### src/rtl/multdiv_pkg.sv
// Shared types and constants for the iterative multiply/divide unit.
package multdiv_pkg;

    typedef enum logic [1:0] {StIdle, StMult, StDiv, StDone} state_e;

    typedef enum logic [2:0] {
        BoothZero,
        BoothPosA,
        BoothPos2A,
        BoothNegA,
        BoothNeg2A
    } booth_sel_e;

    localparam int unsigned MultIters = 16;
    localparam int unsigned DivIters  = 32;

    localparam logic [4:0] AluOpMult = 5'b00110;
    localparam logic [4:0] AluOpDiv  = 5'b00111;

endpackage

### src/rtl/multdiv_booth_recode.sv
// Radix-4 Booth recoder: {b[i+1], b[i], b[i-1]} -> partial-product select.
module multdiv_booth_recode
    import multdiv_pkg::*;
(
    input  logic [2:0] bits_i,
    output booth_sel_e sel_o
);

    always_comb begin
        sel_o = BoothZero;
        unique case (bits_i)
            3'b001, 3'b010: sel_o = BoothPosA;
            3'b011:         sel_o = BoothPos2A;
            3'b100:         sel_o = BoothNeg2A;
            3'b101, 3'b110: sel_o = BoothNegA;
            default:        sel_o = BoothZero;
        endcase
    end

endmodule

### src/rtl/multdiv_iter_unit.sv
// Iterative signed multiply (radix-4 Booth) / divide (restoring) engine.
// Define MULTDIV_EARLY_OUT_EN to finish zero-operand multiplies and divide-by-zero in one cycle.
module multdiv_iter_unit
    import multdiv_pkg::*;
#(
    parameter int unsigned WIDTH      = 32,
    parameter int unsigned MULT_ITERS = MultIters,
    parameter int unsigned DIV_ITERS  = DivIters
) (
    input  logic             clock,
    input  logic             reset,
    input  logic [WIDTH-1:0] data_operandA,
    input  logic [WIDTH-1:0] data_operandB,
    input  logic             ctrl_MULT,
    input  logic             ctrl_DIV,
    output logic [WIDTH-1:0] data_result,
    output logic             data_exception,
    output logic             data_resultRDY
);

    localparam int unsigned W = WIDTH;

    state_e         state_q;
    logic [5:0]     cnt_q;
    logic [2*W:0]   prod_q;   // {hi, lo, booth guard bit}
    logic [2*W-1:0] rq_q;     // {remainder, quotient}
    logic [W-1:0]   opa_q;    // multiplicand, or divisor magnitude
    logic           op_div_q;
    logic           neg_q;
    logic           div0_q;

    booth_sel_e     booth_sel;
    logic [W+1:0]   add_a;
    logic [W+1:0]   add_b;
    logic [W+1:0]   sum;
    logic           sub;
    logic [2*W:0]   prod_step;
    logic [2*W-1:0] rq_step;
    logic [W-1:0]   div_rem;
    logic [W-1:0]   abs_a;
    logic [W-1:0]   abs_b;
    logic [W-1:0]   quo;
    logic [W-1:0]   done_result;
    logic           done_exc;

    multdiv_booth_recode u_booth_recode (
        .bits_i (prod_q[2:0]),
        .sel_o  (booth_sel)
    );

    // Two guard bits: hi + 2A can exceed W+1 bits before the arithmetic shift by two.
    always_comb begin
        add_a = '0;
        add_b = '0;
        sub   = 1'b0;
        if (state_q == StDiv) begin
            add_a = {1'b0, rq_q[2*W-1:W-1]};
            add_b = {2'b00, opa_q};
            sub   = 1'b1;
        end else begin
            add_a = {{2{prod_q[2*W]}}, prod_q[2*W:W+1]};
            unique case (booth_sel)
                BoothPosA:  add_b = {{2{opa_q[W-1]}}, opa_q};
                BoothPos2A: add_b = {opa_q[W-1], opa_q, 1'b0};
                BoothNegA: begin
                    add_b = {{2{opa_q[W-1]}}, opa_q};
                    sub   = 1'b1;
                end
                BoothNeg2A: begin
                    add_b = {opa_q[W-1], opa_q, 1'b0};
                    sub   = 1'b1;
                end
                default:    add_b = '0;
            endcase
        end
        sum = add_a + (sub ? ~add_b : add_b) + (W+2)'(sub);
    end

    always_comb begin
        prod_step = {sum, prod_q[W:2]};
        div_rem   = sum[W+1] ? rq_q[2*W-2:W-1] : sum[W-1:0];
        rq_step   = {div_rem, rq_q[W-2:0], ~sum[W+1]};
        abs_a     = data_operandA[W-1] ? (~data_operandA + 1'b1) : data_operandA;
        abs_b     = data_operandB[W-1] ? (~data_operandB + 1'b1) : data_operandB;
    end

    // Only a same-sign divide can produce an unrepresentable positive quotient (MIN / -1).
    always_comb begin
        quo         = rq_q[W-1:0];
        done_result = prod_q[W:1];
        done_exc    = prod_q[2*W:W+1] != {W{prod_q[W]}};
        if (op_div_q) begin
            if (div0_q) begin
                done_result = '0;
                done_exc    = 1'b1;
            end else begin
                done_result = neg_q ? (~quo + 1'b1) : quo;
                done_exc    = ~neg_q & quo[W-1];
            end
        end
    end

    always_ff @(posedge clock or posedge reset) begin
        if (reset) begin
            state_q        <= StIdle;
            cnt_q          <= '0;
            prod_q         <= '0;
            rq_q           <= '0;
            opa_q          <= '0;
            op_div_q       <= 1'b0;
            neg_q          <= 1'b0;
            div0_q         <= 1'b0;
            data_result    <= '0;
            data_exception <= 1'b0;
            data_resultRDY <= 1'b0;
        end else begin
            data_resultRDY <= 1'b0;
            if (ctrl_MULT) begin
                cnt_q    <= '0;
                op_div_q <= 1'b0;
                opa_q    <= data_operandA;
`ifdef MULTDIV_EARLY_OUT_EN
                if (data_operandA == '0 || data_operandB == '0) begin
                    prod_q  <= '0;
                    state_q <= StDone;
                end else begin
                    prod_q  <= {{W{1'b0}}, data_operandB, 1'b0};
                    state_q <= StMult;
                end
`else
                prod_q  <= {{W{1'b0}}, data_operandB, 1'b0};
                state_q <= StMult;
`endif
            end else if (ctrl_DIV) begin
                cnt_q    <= '0;
                op_div_q <= 1'b1;
                opa_q    <= abs_b;
                rq_q     <= {{W{1'b0}}, abs_a};
                neg_q    <= data_operandA[W-1] ^ data_operandB[W-1];
                div0_q   <= data_operandB == '0;
`ifdef MULTDIV_EARLY_OUT_EN
                state_q  <= (data_operandB == '0) ? StDone : StDiv;
`else
                state_q  <= StDiv;
`endif
            end else begin
                unique case (state_q)
                    StIdle: ;
                    StMult: begin
                        prod_q <= prod_step;
                        cnt_q  <= cnt_q + 6'd1;
                        if (cnt_q == 6'(MULT_ITERS - 1)) begin
                            state_q <= StDone;
                        end
                    end
                    StDiv: begin
                        rq_q  <= rq_step;
                        cnt_q <= cnt_q + 6'd1;
                        if (cnt_q == 6'(DIV_ITERS - 1)) begin
                            state_q <= StDone;
                        end
                    end
                    StDone: begin
                        data_result    <= done_result;
                        data_exception <= done_exc;
                        data_resultRDY <= 1'b1;
                        state_q        <= StIdle;
                    end
                    default: state_q <= StIdle;
                endcase
            end
        end
    end

endmodule

### config.mk
export PLATFORM = sky130hd
export DESIGN_NAME = multdiv_iter_unit
export DESIGN_NICKNAME = d
export VERILOG_FILES = /design/src/rtl/multdiv_pkg.sv /design/src/rtl/multdiv_booth_recode.sv /design/src/rtl/multdiv_iter_unit.sv
export SDC_FILE = /design/constraint.sdc
export NUM_CORES = 1
export LEC_CHECK = 0
export CELL_PAD_IN_SITES_DETAIL_PLACEMENT = 1
export CELL_PAD_IN_SITES_GLOBAL_PLACEMENT = 2
export CORE_UTILIZATION = 40
export CTS_CLUSTER_SIZE = 25
export DETAILED_ROUTE_END_ITERATION = 6
export PLACE_DENSITY = 0.85
export SLEW_MARGIN = 20
export SYNTH_ARGS = -nofsm -noshare
export SYNTH_HDL_FRONTEND = slang
export SYNTH_SLANG_ARGS = --single-unit
### constraint.sdc
create_clock -name clock -period 22.1 [get_ports clock]
set_input_delay 5.525 -clock clock [delete_from_list [all_inputs] [get_ports clock]]
set_output_delay 5.525 -clock clock [all_outputs]
set_load 0.01 [all_outputs]
## Word level (Yosys, flattened, before mapping)

Index checks and enable logic that the tools add are counted.

- Output and inout port bits: 34
- Bits in registers: 206
- Logic and storage cells: 98
- Input bits: 68

- Reduce and logical (&&, ||, !) cells: 17
- Bitwise logic cells: 10
- Equality and inequality tests: 19
- $add $sub $neg: 6
- Mux-type cells: 35

Operators by type and width:

| operator | number |
|---|---|
| $mux W32 | 8 |
| $mux W65 | 3 |
| $mux W64 | 2 |
| $mux W34 | 3 |
| $add A32 B1 Y32 const B | 3 |
| $not A32 Y32 | 3 |
| $pmux W34 S2 | 1 |
| $add A34 B1 Y34 | 1 |
| $add A34 B34 Y34 | 1 |
| $not A34 Y34 | 1 |
| $logic_not A32 Y1 | 1 |
| $ne A32 B32 Y1 | 1 |
| $mux W6 | 3 |
| $eq A3 B2 Y1 const B | 4 |
| $eq A3 B3 Y1 const B | 4 |
| $pmux W3 S4 | 1 |
| $reduce_or A2 Y1 | 6 |
| $mux W1 | 9 |
| $mux W2 | 4 |
| $add A6 B1 Y6 const B | 1 |
| $eq A3 B1 Y1 const B | 2 |
| $eq A6 B4 Y1 const B | 1 |
| $eq A6 B5 Y1 const B | 1 |
| $pmux W2 S3 | 1 |
| 13 further kinds | 22 |

## Depth between registers and ports, before layout

- Depth after elaboration: 14
- Gate-level depth with buffers: 21
- Depth with buffers taken out: 18

## Cells and area by module

A second synthesis with hierarchy kept.

- Cells, all modules: 1561
- Area, all modules: 13710.6 um^2

By module, submodules not included:

| module | seq. area each (um^2) | cells an instance | instances | area an instance (um^2) |
|---|---|---|---|---|
| multdiv_iter_unit | 5154.9 | 1557 | 1 | 13676.9 |
| multdiv_booth_recode | 0.0 | 4 | 1 | 33.8 |

## Least setup slack after synthesis

OpenSTA, ideal clock, no wires.

- Kind: input to register
- Start point: input data_operandB[15]
- End point: register opa_q[30]
- Path slack: 13.841 ns
- Library setup time: 0.127 ns
- Required time: 21.973 ns
- Arrival: 8.132 ns
- Buffers on the path: 0
- Cell stages on the path: 9
- Cell sequence: or3_4 or3_4 or4_4 or4_4 or4_4 nand2b_4 o41ai_4 xor2_1 o21ai_1

- Cells in the longest elaborated chain, start to end: 5

Ends and longest elaborated chain:

| item | line | text |
|---|---|---|
| start, declared | multdiv_iter_unit.sv:13 | `input logic [WIDTH-1:0] data_operandB,` |
| $not A32 Y32 | multdiv_iter_unit.sv:84 | `abs_b = data_operandB[W-1] ? (~data_operandB + 1'b1) : data_operandB;` |
| $add A32 B1 Y32 | multdiv_iter_unit.sv:84 |  |
| $mux W32 | multdiv_iter_unit.sv:84 |  |
| $mux W32 | multdiv_iter_unit.sv:134 | `end else if (ctrl_DIV) begin` |
| $mux W32 | multdiv_iter_unit.sv:118 | `if (ctrl_MULT) begin` |
| end signal, assigned | multdiv_iter_unit.sv:121 | `opa_q <= data_operandA;` |
| end signal, assigned | multdiv_iter_unit.sv:137 | `opa_q <= abs_b;` |
| end, declared | multdiv_iter_unit.sv:27 | `logic [W-1:0] opa_q;` |

No other way between the ends. The select of a mux whose other input is x is not followed.
A chain may end at the register's enable or synchronous reset.

## Worst setup path after layout

- Start point: input data_operandB[15]
- End point: register opa_q[26]

The elaborated chain is that of the path after synthesis.

==> out/results.ini <==
[placement]
hpwlAfterDp_mm=34.0
io_buffer_count=101
pre_cts_ws_ns=13.16
postPlaceCellArea_um2=15400
finalWeightedCongestion=0.875
place_inst=2092

[setup_path]
origin_of_the_critical_flop_to_flop_path=prod_q[1]$_DFFE_PP0P_
timing.critical_path.cells=clkdlybuf4s50_1 -> or3_4 -> or3_4 -> or4_4 -> or4_4 -> or4_4 -> o31ai_1 -> xor2_1 -> nand2_1 -> o21ai_0 -> o21ai_1
critical-path-slowest-cell=sky130_fd_sc_hd__clkdlybuf4s50_1
worst_r2r_endpoint=rq_q[46]$_DFFE_PP0P_
worstSetupStartpointType=input port
r2r_cells=19
worstPathRequired_ns=22.50
cp-end-kind=flip-flop
arrival_ns=8.79
critPathMostFrequentCell=sky130_fd_sc_hd__or4_4
crit_type=input port to flip-flop
worst-path-max-fanout=4
setup.reg_to_reg.worst_slack_ns=15.93
cpPeakStageDelay_ns=0.48

[synth]
netlist.area_leader.share_pct=36.8
post_synth_most_frequent_cells=227 x sky130_fd_sc_hd__nand2_1, 206 x sky130_fd_sc_hd__dfrtp_1, 164 x sky130_fd_sc_hd__o21ai_0
synth_enable_flop_cells=0
synth_cell_types=68
area_of_the_mapped_netlist_um2=14000
share_of_synthesized_area_occupied_by_flip_flops_and_latches_pct=36.8
asyncSetResetFlopFracSynth_pct=100
cells_after_synthesis=1627
synthesis.yosys.warnings=0
synth.ff_latch_count=206
ys.flop_type=sky130_fd_sc_hd__dfrtp_1
synthesized_area_per_cell_um2=8.62
synth_area_leader_cell=sky130_fd_sc_hd__dfrtp_1
synth_top_cells_by_area=sky130_fd_sc_hd__dfrtp_1 37%, sky130_fd_sc_hd__nand2_1 6.1%, sky130_fd_sc_hd__o21ai_0 5.9%
synthMostInstantiatedCell=sky130_fd_sc_hd__nand2_1
postSynthNetCount=1739

[floorplanning]
rows=68
vertical_extent_of_the_die_um=189
design.die.area_um2=35800
num_io_pins=102
chipWidth_um=189
core_region_area_um2=34500
start_util_pct=40.6

[clock_tree]
postCtsHoldBufs=0
cts_tree=done
h-tree-depth=1
cts_resized=0
cts_sink_count=206
post_cts.repair.setup_buffers=0
cts_buffers=25
root_buffer=sky130_fd_sc_hd__clkbuf_16
ctsLongestPathBuffers=3
worst_skew_pair.late_latency_ns=0.54
reg_clk_slew_reported_paths_ns=0.06

[hold_path]
worst_hold_startpoint=data_result[9]$_DFFE_PP0P_
hold_end=data_result[9]$_DFFE_PP0P_
min_path_cells=1
hold_path_class=flip-flop to flip-flop

[drt]
post-route-drc-count=0
dr_total_vias=13000
routedWlPerCell_um=22.3
antenna_left=0
viasPerCell=6.07
first_pass_iters=4
detailedRoute.firstIterationViolations=865
wl_mm=47.7

[sta]
hold_slack_ns=0.485
layout_worst_path_cycle_share_pct=38.0
min_period_ns=8.39
rsz0062_at_grt=no
timing_worst_slew_pin_value_ns=1.12
fin_tns_setup_ns=0
setup_viol=0
setup_slack_ns=13.71
maxSlewViolCount=0
finalHoldViolations=0
max_slew_margin_pct=25.0
clock_skew_ns=0.0134
max_freq_ghz=0.119

[grt]
global_route.usage.total_pct=26.9
grt_pass1_wl_mm=75.9
globalRouteOverflowTotal=0
met1_usage_pct=38.1
grt_busiest_layer=met2
gr_met2_demand_resource_pct=43.1
largest_net_degree_at_the_start_of_global_routing=107
grt_antenna_before_repair=2
first_global_vias=13300
grtUsageMet3_pct=2.71

[cells_and_area]
post-route-cell-area_um2=16300
syn2layout_area_growth_pct=16.0
post_layout_nonfiller_instances=2137
layout.nets=1777
post_route_cells_drive_above_1_share_pct=7.32

[power]
leakage_uw=0.00670
seq_power_share_pct=34.6
intPower_uw=910
pwr_density_cell_nw_per_um2=88.3
netSwitchingPower_uw=526
share_clk_of_total_power_pct=30.4
peakVddDrop_v=0.0000578
switching_share_pct=36.6
share_comb_of_total_power_pct=35.0

[outcome]
run_status=complete, no violations

[run]
timing.max_cap.violations=0

[metal layers]
metal	part of all wire, %	wire length, µm
met4	2.9	1360
met5	0	0
met3	3.3	1580
met2	46	22200
met1	47	22600
[state kept, by name, summed over array words and instances, names as in the netlist]
signal and cells:
prod_q 65, rq_q 64, data_result 32, opa_q 32, cnt_q 6, state_q 2, data_exception 1, data_resultRDY 1
div0_q 1, neg_q 1, op_div_q 1
[layout by cell type, fill, tap and decap left out, drive strengths merged, types with 5 or more instances in the layout]
| master | Yosys | routed |
|---|---|---|
| o311ai | 23 | 23 |
| mux2i | 35 | 35 |
| nand2b | 19 | 19 |
| nand3 | 19 | 19 |
| nor3 | 26 | 26 |
| nor4 | 12 | 12 |
| a21oi | 90 | 90 |
| a211oi | 8 | 8 |
| inv | 29 | 29 |
| xor2 | 61 | 61 |
| o211ai | 18 | 18 |
| o21ai | 170 | 170 |
| or2 | 7 | 7 |
| a22oi | 75 | 75 |
| nor3b | 5 | 5 |
| o21bai | 6 | 6 |
| o22ai | 6 | 6 |
| nor2 | 69 | 69 |
| nor2b | 11 | 11 |
| clkinv | 2 | 6 |
| o21a | 12 | 12 |
| buf | 20 | 26 |
| clkdlybuf4s50 | 0 | 99 |
| a31oi | 11 | 11 |
| mux2 | 28 | 28 |
| and3 | 6 | 6 |
| ha | 43 | 43 |
| a22o | 12 | 12 |
| xnor2 | 93 | 93 |
| o41ai | 16 | 16 |
| or4 | 13 | 13 |
| o221ai | 5 | 5 |
| o31ai | 48 | 48 |
| a21o | 15 | 15 |
| clkbuf | 94 | 35 |
| or3 | 16 | 16 |
| nand2 | 227 | 227 |
| dfrtp | 206 | 206 |
| nand4 | 41 | 41 |
[metrics by stage]
stage,total power [µW],util [%]
6_report,1440,47.1
4_1_cts,1440,47.0
2_1_floorplan,817,-
3_5_place_dp,1000,44.5
5_1_grt,1510,47.1
3_3_place_gp,988,44.5
[power groups by stage]
stage / combinational (µW) / sequential [µW] / clock [µW]
after floorplan: 328 / 488 / 0
after global placement: 488 / 500 / 0
after detailed placement: 499 / 502 / 0
after CTS: 502 / 496 / 445
after global routing: 552 / 504 / 455
final: 503 / 497 / 437
[layout make-up]
type                       instances  area [µm²]
inverter                          31         124
clock buffer                      35         743
multi-input combinational       1276        8360
timing repair buffer             125        1200
sequential                       206        5150
clock inverter                     8         118
fill                            4067       18300
antenna                            1        2.50
tap                              455         569
[how the worst max path moves through the flow]
stage | to | cells past startpoint | start | slack, ns
2_1_floorplan | cnt_q[0]$_DFFE_PP0P_ | 1 | reset | 10.95
3_3_place_gp | opa_q[26]$_DFFE_PP0N_ | 11 | data_operandB[15] | 13.16
3_5_place_dp | opa_q[26]$_DFFE_PP0N_ | 11 | data_operandB[15] | 13.16
4_1_cts | opa_q[26]$_DFFE_PP0N_ | 11 | data_operandB[15] | 13.72
5_1_grt | rq_q[30]$_DFFE_PP0P_ | 10 | data_operandA[5] | 13.55
6_report | opa_q[26]$_DFFE_PP0N_ | 11 | data_operandB[15] | 13.71
[worst max-delay path, delay by kind of cell]
family          cells  cell delay (ns)
compound gates      3             0.44
xor+xnor            1             0.17
buf+inv             1             0.48
simple gates        6             2.16
[cell families (layout without fill, tap and decap cells)]
kind of cell	Yosys count	count (layout)	share of synthesized area [%]
AOI/OAI and AO/OA	532	532	24.6
and+or+nand+nor	483	483	16.4
DFF	206	206	36.8
xor gates and xnor gates	154	154	9.62
buffers and inverters	145	199	3.92
muxes	63	63	4.75
adders and majority gates	44	44	3.98
other	0	1	0
No activity file was read; power rests on OpenSTA's default activity.
==> edit (same settings) <==
Make the reset (`reset`) synchronous in one clocked block.
--- a/src/rtl/multdiv_iter_unit.sv
+++ b/src/rtl/multdiv_iter_unit.sv
@@ -102,3 +102,3 @@
 
-    always_ff @(posedge clock or posedge reset) begin
+    always_ff @(posedge clock) begin
         if (reset) begin
Behaviour: same outputs for any inputs over 10 cycles, from zero or initial values and one cycle with reset high; that may be too few to reach the edited logic, so the function may still have changed.
==> edit against the unedited design <==
- clock skew decreased by 3.7 ps
- synthesized area down 4.3%
- register-to-register slack got worse by 20 ps
- final cell count is 5.1% higher
- wire length down 2.8%
- sequential cell count is the same
- highest routed layer is now met5
- die area is 4.2% lower
- setup slack lost 6.9 ps
- design area is 4.8% lower
- critical path type unchanged
- critical path depth down 1
- largest cell class unchanged
Power is not compared: it rests on default switching activity, and its combinational part moved more than twofold at a synthesized area within 25%.
==> edit: results (changes against the unedited design) <==
| Parameter | Reported | Unit | Change |
|:---|:---|:---|:---|
| Max H-tree Level | 1 | - | unchanged |
| Global-route wire length before repair | 74400 | um | was 75900 um |
| Min-delay worst type | reg -> reg | - | unchanged |
| Sequential fraction of the synthesis area | 0.307 | - | was 0.368 |
| Share of cells above drive strength 1 | 0.0627 | - | was 0.0732 |
| List of most frequent post-synthesis cells | 228 x nand2_1, 211 x nor2_1, 206 x dfxtp_1 | - | was 227 x nand2_1, 206 x dfrtp_1, 164 x o21ai_0 |
| Total track usage | 0.275 | - | was 0.269 |
| XOR/XNOR Fraction of Synth Area | 0.102 | - | was 0.0962 |
| Layout Skew | 9.73 | ps | was 13.4 ps |
| Iteration count of the initial detailed-routing pass | 5 | - | was 4 |
| Max Buffers Root-to-Sink | 3 | - | unchanged |
| Run status | finished, final reports clean | - | unchanged |
| Post-synth net total | 1879 | - | was 1739 |
| Post-synthesis mux area share | 0.0474 | - | was 0.0475 |
| Clock Tree Root | clkbuf_16 | - | unchanged |
| Detailed placer's ending HPWL | 32900 | um | was 34000 um |
| Number of cells traversed by the worst register-to-register path | 15 | - | was 19 |
| Count of synthesis-stage warnings from yosys | 0 | - | unchanged |
| Drt wl/cell | 20.6 | um | was 22.3 um |
| Maximum number of pins on one net before global-route repair | 96 | - | was 107 |
| Proportion of synthesized flip-flops having asynchronous set or reset | 0 | - | was 1.00 |
| Vias in the first global route | 13300 | - | about the same |
| Fill cells | 4028 | - | was 4067 |
| Hold-critical path depth | 2 | - | was 1 |
| Registers with the most flip-flops | prod_q: 65 flops, rq_q: 64 flops | - | unchanged |
| Share of synthesized cell area in full adder, half adder and majority cells | 0.0379 | - | was 0.0398 |
| Number of buffers inserted by post-CTS setup repair | 0 | - | unchanged |
| Standby leakage power | 0.00560 | uW |  |
| Top post-synthesis cells by area | dfxtp_1 31%, a21oi_1 6.7%, xor2_1 6.7%, nand2_1 6.4%, nor2_1 5.9% | - | was dfrtp_1 37%, nand2_1 6.1%, o21ai_0 5.9%, xnor2_1 5.8%, a22oi_1 4.0% |
| Synthesized-area fraction occupied by ao, oa, aoi and oai cells | 0.248 | - | was 0.246 |
| Arrival time at the worst endpoint | 8870 | ps | was 8790 ps |
| Clock insertion delay at the later pin of the skew report | 540 | ps | about the same |
| Number of clock buffers inserted by TritonCTS | 26 | - | was 25 |
| Clk pin slew, worst setup/hold paths | 60 | ps | about the same |
| Quantity of gates resized following cts | 0 | - | unchanged |
| VDD IR max | 0.0533 | mV |  |
| CP max FO | 5 | - | was 4 |
| Vias per std cell | 5.88 | - | was 6.07 |
| Routability congestion estimate from global placement | 0.877 | - | was 0.875 |
| Violation count after the first detailed-routing iteration | 622 | - | was 865 |
| Antenna violations before repair | 4 | - | was 2 |
| Number of port buffers | 101 | - | unchanged |
| Distinct cells, synth | 66 | - | was 68 |
| Pin slew with the least headroom to its limit | 1130 | ps | was 1120 ps |
## edit: cell types whose count changed after synthesis, sizes merged, moves of 39 or more
cell / delta
a211oi: +39
nor2: +142
nor3: +39
dfrtp: -206
a22oi: -42
dfxtp: +206
o21ai: -95
xor2: +42
xnor2: -40
a221oi: +43
a21oi: +91
## edit: worst paths after layout
kind | start | end | slack (ps)
worst max-delay path | data_operandB[0] | opa_q[25]$_SDFFE_PP0N_ | 13700
worst min-delay path | prod_q[54]$_SDFFE_PP0P_ | prod_q[54]$_SDFFE_PP0P_ | 460
worst max register to register | state_q[1]$_SDFFE_PP0P_ | rq_q[62]$_SDFFE_PP0P_ | 15910
worst min register to register | prod_q[54]$_SDFFE_PP0P_ | prod_q[54]$_SDFFE_PP0P_ | 460
## edit: final cells by class
class                           instances  area share
Multi-Input combinational cell       1402       0.563
Sequential cell                       206       0.266
Tap cell                              442      0.0357
Timing Repair Buffer                  118      0.0730
Inverter                               29     0.00703
Clock inverter                          4     0.00129
Antenna cell                            3    0.000485
Clock buffer                           43      0.0527
## edit: through the flow
step,setup slack [ps],hold WS (ps),instance area [sq um],instances
2_1_floorplan,14020,436,13400,1771
3_3_place_gp,13230,447,14600,2197
3_5_place_dp,13140,455,14600,2197
4_1_cts,13700,463,15500,2244
5_1_grt,13530,475,15500,2246
6_report,13700,461,15500,2247
## edit: where the power goes
group / total, uW / switching (uW) / internal, uW / leakage, uW
combinational: 202 / 126 / 75.4 / 0.00350
sequential: 403 / 18.2 / 385 / 0.00168
clock: 420 / 171 / 249 / 0.000415
total: 1030 / 316 / 710 / 0.00560
## edit: kinds of logic (layout without fill, tap and decap cells)
logic type / Yosys count / in the layout
multiplexers: 60 / 60
flip-flops: 206 / 206
adder cells (fa/ha/maj): 40 / 40
AO/OA/AOI/OAI: 512 / 512
XOR/XNOR: 156 / 156
other: 0 / 3
AND/OR/NAND/NOR: 634 / 634
buffers and inverters: 163 / 194
## edit: per-layer routing
| metal | vias to the layer above | track usage | routed length (um) |
|---|---|---|---|
| met4 | 2 | 0.0856 | 1330 |
| met5 | - | 0 | 14 |
| li1 | 6374 | - | - |
| met1 | 6537 | 0.369 | 21700 |
| met2 | 228 | 0.461 | 21800 |
| met3 | 71 | 0.0267 | 1580 |
## edit: critical path, cell delays in order
cell,delay [ps]
clkdlybuf4s50_1,470
nor3_1,440
nand3_1,230
or4_1,530
or3_1,390
or3_1,450
o31ai_1,280
xor2_1,110
a211o_1,290
a21oi_1,140
